**config.mk**
```make
export PLATFORM = sky130hd
export DESIGN_NAME = zint_mux_flat
export DESIGN_NICKNAME = d
export VERILOG_FILES = /design/src/rtl/zint_pkg.sv /design/src/rtl/zint_mux_if.sv /design/src/rtl/zint_prio.sv /design/src/rtl/zint_mux.sv /design/src/flat_wrapper.sv
export SDC_FILE = /design/constraint.sdc
export NUM_CORES = 1
export LEC_CHECK = 0
export CORE_UTILIZATION = 45
export CTS_BUF_LIST = sky130_fd_sc_hd__clkbuf_2 sky130_fd_sc_hd__clkbuf_4 sky130_fd_sc_hd__clkbuf_8
export CTS_CLUSTER_SIZE = 12
export DETAILED_ROUTE_END_ITERATION = 8
export GPL_TIMING_DRIVEN = 0
export MAX_ROUTING_LAYER = met4
export PLACE_DENSITY = 0.76
export SETUP_SLACK_MARGIN = 0.3
export SYNTH_ARGS = -nofsm -noshare
export SYNTH_HDL_FRONTEND = slang
export SYNTH_SLANG_ARGS = --single-unit
export TNS_END_PERCENT = 50
```
**constraint.sdc**
```tcl
create_clock -name fclk -period 2.05 [get_ports fclk]
set_clock_uncertainty 0.1 [all_clocks]
set_input_delay 0.41 -clock fclk [delete_from_list [all_inputs] [get_ports fclk]]
set_output_delay 0.41 -clock fclk [all_outputs]
set_load 0.03 [all_outputs]
```
**src/rtl/zint_pkg.sv**
```systemverilog
// zint_mux shared definitions: FSM state codes, channel limit,
// and the IM2 vector builder.
package zint_pkg;

    localparam int ZINT_MAXCH = 8;

    typedef logic [1:0] zstate_t;

    localparam zstate_t ST_IDLE    = 2'd0;
    localparam zstate_t ST_ACTIVE  = 2'd1;
    localparam zstate_t ST_ACKWAIT = 2'd2;

    // Channel index replaces bits [3:1] of the base byte.
    function automatic logic [7:0] mk_vector(
        input logic [7:0] base,
        input logic [2:0] chan
    );
        return {base[7:4], chan, base[0]};
    endfunction

endpackage

```
**src/rtl/zint_mux_if.sv**
```systemverilog
// Z80 interrupt bus between the CPU-side glue and zint_mux.
// master drives the Z80 strobes and sources; slave is the generator.
interface zint_mux_if #(
    parameter int NCH = 4
) ();

    logic           zpos;
    logic           zneg;
    logic [NCH-1:0] int_start;
    logic [NCH-1:0] int_en;
    logic           iorq_n;
    logic           m1_n;
    logic           int_n;
    logic [7:0]     int_vector;
    logic           int_ack;
    logic [2:0]     ack_chan;
    logic [NCH-1:0] pending;

    modport master (
        output zpos, zneg, int_start, int_en, iorq_n, m1_n,
        input  int_n, int_vector, int_ack, ack_chan, pending
    );

    modport slave (
        input  zpos, zneg, int_start, int_en, iorq_n, m1_n,
        output int_n, int_vector, int_ack, ack_chan, pending
    );

endinterface

```
**src/rtl/zint_prio.sv**
```systemverilog
// Fixed-priority encoder: lowest set index of i_req wins.
// o_idx is 0 when nothing is requested.
import zint_pkg::*;

module zint_prio #(
    parameter int N = 4
) (
    input  logic [N-1:0] i_req,
    output logic         o_any,
    output logic [2:0]   o_idx
);

    always_comb begin
        o_any = |i_req;
        o_idx = '0;
        for (int i = N - 1; i >= 0; i--) begin
            if (i_req[i]) o_idx = 3'(i);
        end
    end

endmodule

```
**src/rtl/zint_mux.sv**
```systemverilog
// Multi-source Z80 maskable interrupt generator with priority,
// per-channel masks, IM2 vectors and optional sticky pending.
import zint_pkg::*;

module zint_mux #(
    parameter int             NCH      = 4,
    parameter int             INT_LEN  = 128,
    parameter logic [NCH-1:0] STICKY   = '0,
    parameter logic [7:0]     VEC_BASE = 8'hFF
) (
    input  logic      fclk,
    input  logic      rst_n,
    zint_mux_if.slave bus
);

    zstate_t        r_state;
    logic [NCH-1:0] r_pending;
    logic [7:0]     r_cnt;
    logic           r_int_n;
    logic [7:0]     r_vec;
    logic           r_int_ack;
    logic [2:0]     r_ack_chan;

    logic [NCH-1:0] w_req;
    logic [NCH-1:0] w_clr;
    logic [NCH-1:0] w_pend_nxt;
    logic           w_any;
    logic [2:0]     w_sel;
    logic           w_ackcond;
    logic           w_ack;
    logic           w_tmo;
    logic [7:0]     w_sel_vec;
    logic           w_unused_zpos;

    assign w_unused_zpos = bus.zpos;

    assign w_req = r_pending & bus.int_en;

    zint_prio #(
        .N (NCH)
    ) u_prio (
        .i_req (w_req),
        .o_any (w_any),
        .o_idx (w_sel)
    );

    assign w_sel_vec = mk_vector(VEC_BASE, w_sel);
    assign w_ackcond = !bus.iorq_n && !bus.m1_n && bus.zneg;

    // Ack beats timeout, timeout beats the req==0 exit.
    assign w_ack = (r_state == ST_ACTIVE) && w_ackcond && w_any;
    assign w_tmo = (r_state == ST_ACTIVE) && !w_ack &&
                   (r_cnt == 8'(INT_LEN - 1));

    always_comb begin
        w_clr = '0;
        for (int i = 0; i < NCH; i++) begin
            w_clr[i] = (w_ack && (w_sel == 3'(i))) ||
                       (w_tmo && !STICKY[i]);
        end
    end

    // A fresh strobe always wins over a same-cycle clear.
    assign w_pend_nxt = (r_pending & ~w_clr) | bus.int_start;

    always_ff @(posedge fclk or negedge rst_n) begin
        if (!rst_n) begin
            r_state    <= ST_IDLE;
            r_pending  <= '0;
            r_cnt      <= '0;
            r_int_n    <= 1'b1;
            r_vec      <= VEC_BASE;
            r_int_ack  <= 1'b0;
            r_ack_chan <= '0;
        end else begin
            r_pending <= w_pend_nxt;
            r_int_ack <= 1'b0;
            unique case (r_state)
                ST_IDLE: begin
                    r_int_n <= 1'b1;
                    if (w_any) begin
                        r_state <= ST_ACTIVE;
                        r_cnt   <= '0;
                        r_int_n <= 1'b0;
                        r_vec   <= w_sel_vec;
                    end
                end
                ST_ACTIVE: begin
                    if (w_ack) begin
                        r_state    <= ST_ACKWAIT;
                        r_int_n    <= 1'b1;
                        r_int_ack  <= 1'b1;
                        r_ack_chan <= w_sel;
                        r_vec      <= w_sel_vec;
                    end else if (w_tmo || !w_any) begin
                        r_state <= ST_IDLE;
                        r_int_n <= 1'b1;
                    end else begin
                        r_int_n <= 1'b0;
                        r_vec   <= w_sel_vec;
                        if (r_cnt != 8'hFF) r_cnt <= r_cnt + 8'd1;
                    end
                end
                ST_ACKWAIT: begin
                    r_int_n <= 1'b1;
                    if (bus.iorq_n) r_state <= ST_IDLE;
                end
                default: begin
                    r_state <= ST_IDLE;
                    r_int_n <= 1'b1;
                end
            endcase
        end
    end

    assign bus.int_n      = r_int_n;
    assign bus.int_vector = r_vec;
    assign bus.int_ack    = r_int_ack;
    assign bus.ack_chan   = r_ack_chan;
    assign bus.pending    = r_pending;

endmodule

```
**src/flat_wrapper.sv**
```systemverilog
// flat-port wrapper written by rule: the top's interface ports become plain ports
module zint_mux_flat 
#(
    parameter int             NCH      = 4,
    parameter int             INT_LEN  = 128,
    parameter logic [NCH-1:0] STICKY   = '0,
    parameter logic [7:0]     VEC_BASE = 8'hFF
)
  (fclk, rst_n, bus_zpos, bus_zneg, bus_int_start, bus_int_en, bus_iorq_n, bus_m1_n, bus_int_n, bus_int_vector, bus_int_ack, bus_ack_chan, bus_pending);
  zint_mux_if #(.NCH(NCH)) bus_i ();
  input  logic fclk;
  input  logic rst_n;
  input wire logic [$bits(bus_i.zpos)-1:0] bus_zpos;
  input wire logic [$bits(bus_i.zneg)-1:0] bus_zneg;
  input wire logic [$bits(bus_i.int_start)-1:0] bus_int_start;
  input wire logic [$bits(bus_i.int_en)-1:0] bus_int_en;
  input wire logic [$bits(bus_i.iorq_n)-1:0] bus_iorq_n;
  input wire logic [$bits(bus_i.m1_n)-1:0] bus_m1_n;
  output wire logic [$bits(bus_i.int_n)-1:0] bus_int_n;
  output wire logic [$bits(bus_i.int_vector)-1:0] bus_int_vector;
  output wire logic [$bits(bus_i.int_ack)-1:0] bus_int_ack;
  output wire logic [$bits(bus_i.ack_chan)-1:0] bus_ack_chan;
  output wire logic [$bits(bus_i.pending)-1:0] bus_pending;
  assign bus_i.zpos = bus_zpos;
  assign bus_i.zneg = bus_zneg;
  assign bus_i.int_start = bus_int_start;
  assign bus_i.int_en = bus_int_en;
  assign bus_i.iorq_n = bus_iorq_n;
  assign bus_i.m1_n = bus_m1_n;
  assign bus_int_n = bus_i.int_n;
  assign bus_int_vector = bus_i.int_vector;
  assign bus_int_ack = bus_i.int_ack;
  assign bus_ack_chan = bus_i.ack_chan;
  assign bus_pending = bus_i.pending;
  zint_mux #(.NCH(NCH), .INT_LEN(INT_LEN), .STICKY(STICKY), .VEC_BASE(VEC_BASE)) u_core (.fclk(fclk), .rst_n(rst_n), .bus(bus_i));
endmodule
```
==> results_dict.tcl <==
set metrics [dict create \
    peakVddDrop_v 0.000669 \
    fin_area_um2 1570 \
    grt_pass1_vias 975 \
    nets 167 \
    synth_top_family_by_area "compound AO/OA/AOI/OAI gates" \
    hold_path.class "register to register" \
    worstMarginPinSlew_ns 0.916 \
    yosys-top-cells-area "dfrtp_1 (38%), dfstp_2 (9.3%), buf_4 (4.0%), nand3_1 (3.1%), a31oi_1 (2.8%)" \
    cts_tree "yes" \
    gp_congestion 0.948 \
    start_util 0.495 \
    yosysUniqueCellTypes 41 \
    worstPathRequired_ns 1.54 \
    hpwlAfterDp_mm 1.79 \
    synth.top_cell.area_share 0.378 \
    numCtsBuffers 3 \
    grt_use_total 0.230 \
    clk_latency_ns 0.30 \
    synth_edf_count 0 \
    overflow 0 \
    synth_xor_area_frac 0 \
    drive_gt1_frac 0.318 \
    finalSetupTns_ns 0 \
    worst-path-buf-inv 1 \
    clkTransAtPathRegs_ns 0.12 \
    cts_root_buf "clkbuf_4" \
    status "complete, no violations" \
    hold_violations 0 \
    synthAdderAreaFrac 0.0111 \
    wl_per_cell_um 15.5 \
    io-pin-count 31 \
    synth_area_um2 1130 \
    worstSetupPathType "register to primary output" \
    num_antenna_cells 0 \
    syn_to_final_growth_pct 39.7 \
    synthSimpleGateAreaFrac 0.174 \
    hp-start "u_core.bus.int_vector[3]$_DFFE_PN1P_" \
    start_kind "register" \
    power_mw 1.22 \
    finalSetupViolCount 0 \
    arrival_ns 1.31 \
    r2r-start "u_core.r_cnt[1]$_DFFE_PN0P_" \
    fmax_mhz 550 \
    vias 1016 \
    synth_compound_area_frac 0.236 \
    row_count 17 \
    path_delay_family "buffers and inverters" \
    slew_violations 0 \
    synth_ff_type "dfrtp_1" \
    syn_inst 108 \
    port_buffers 23 \
    antenna_found_initial 0 \
    end_kind "primary output" \
    avgSynthCellArea_um2 10.4 \
    core_area_um2 2280 \
    crit_slowest_cell "clkdlybuf4s50_1" \
    ys_seq_elements 21 \
    multi_input_area_um2 596 \
    dieHeight_um 52.0 \
    viasPerCell 5.68 \
    crit_fanout 1 \
    regArea_um2 532 \
    slowest_delay_ns 0.66 \
    synthMuxAreaShare 0.0422 \
    clockBufferDepth 2 \
    hold_buffers 0 \
    ys_seq_area_frac 0.471 \
    wl_mm 2.77 \
    power_density_nw_per_um2 773 \
    grt_setup_unrepaired "true" \
    nFillCells 180 \
    hold_ws_ns 0.385 \
    first_pass_iters 4 \
    final_antenna_net_count 0 \
    drc_errors 0 \
    drv_cap 0 \
    drt_iter0_drc 47 \
    relSlewSlack 0.388 \
    die_x_um 52.0 \
    h-tree-depth 1 \
    finalCritPeriodShare 0.887 \
    yosysWarnings 0 \
    path_cells "clkdlybuf4s50_1" \
    total_leakage_power_nw 0.722 \
    cts_sinks 21 \
    crit_start "u_core.bus.int_ack$_DFF_PN0_" \
    finalCriticalPeriod_ns 1.82 \
    async_flop_share 1.00 \
    utilization 0.691 \
    die_area_um2 2710 \
    yosysTopAreaCell "dfrtp_1" \
    grt_max_degree 22 \
    grt_first_pass_wirelength_mm 4.40 \
    dpl_cell_area_um2 1410 \
]
==> layer usage <==
layer / wire length, um / global-route usage / vias to the layer above
met5: 0 / - / -
met4: 27 / 0.104 / 0
met3: 182 / 0.0380 / 4
met2: 1370 / 0.355 / 51
met1: 1190 / 0.295 / 482
li1: - / - / 479
==> layout make-up <==
class	count	share of cell area
multi-input combinational	80	0.379
clock buffer	4	0.0191
sequential	21	0.338
buffer	8	0.0366
tap	28	0.0223
inverter	3	0.00716
timing repair buffer	35	0.198
==> kinds of logic (layout without fill, tap and decap cells) <==
logic type | Yosys count | in the layout
DFF | 21 | 21
muxes | 4 | 4
adders and majority gates | 1 | 1
and+or+nand+nor | 35 | 35
AOI/OAI and AO/OA | 34 | 34
buffers and inverters | 11 | 50
other | 2 | 6
==> power by group <==
part | total (mW) | internal, mW | switching [mW]
logic | 0.428 | 0.208 | 0.220
clock network | 0.220 | 0.0891 | 0.131
registers | 0.567 | 0.493 | 0.0747
total | 1.22 | 0.790 | 0.426
==> cells in the final DEF, fill, tap and decap left out, drive strengths merged, types with 4 or more instances in the layout <==
cell type / count
buf: 20
dfrtp: 17
dlygate4sd2: 13
nand2: 8
nand3: 7
conb: 6
clkdlybuf4s50: 6
a31oi: 5
a21oi: 5
and3: 4
clkbuf: 4
dfstp: 4
a31o: 4
nor2: 4
==> state kept, by name (all words and copies together), names as in the netlist <==
name,cells
u_core.bus.ack_chan,2
u_core.bus.int_ack,1
u_core.bus.int_n,1
u_core.bus.int_vector,3
u_core.bus.pending,4
u_core.r_cnt,8
u_core.r_state,2
==> path summary, 6_finish.rpt <==
| kind | endpoint | slack, ns | depth (start not counted) |
|---|---|---|---|
| min reg2reg | u_core.bus.int_vector[3]$_DFFE_PN1P_ | 0.39 | 1 |
| max in group asynchronous | u_core.bus.pending[3]$_DFF_PN0_ | 0.73 | 1 |
| min in group asynchronous | u_core.r_cnt[7]$_DFFE_PN0P_ | 0.50 | 1 |
| max reg2reg | u_core.r_cnt[0]$_DFFE_PN0P_ | 0.25 | 6 |
| min | u_core.bus.int_vector[3]$_DFFE_PN1P_ | 0.39 | 1 |
| max | bus_int_ack | 0.23 | 1 |
==> what timing repair did <==
| action | in CTS | in global routing |
|---|---|---|
| resized for setup | 22 | 9 |
| endpoints found under the setup margin | 24 | 19 |
| pin swaps | 7 | 7 |
| buffers inserted | 11 | 1 |
==> stage by stage <==
| step | std cells | worst slack (ns) |
|---|---|---|
| after global placement | 163 | -0.197 |
| after detailed placement | 163 | -0.252 |
| after global routing | 179 | 0.165 |
| after CTS | 178 | 0.190 |
| final | 179 | 0.231 |
| after floorplan | 112 | 0.303 |
==> synth_stat cells, drive strengths merged, types with 3 or more instances <==
library cell and instances:
o21ai 3, a21oi 5, a31o 4, nand3 7, a31oi 5, and3 4
mux2 3, dfstp 4, nor2 4, nand2 8, dfrtp 17, buf 8
inv 3
Power figures use the tool's default switching activity.
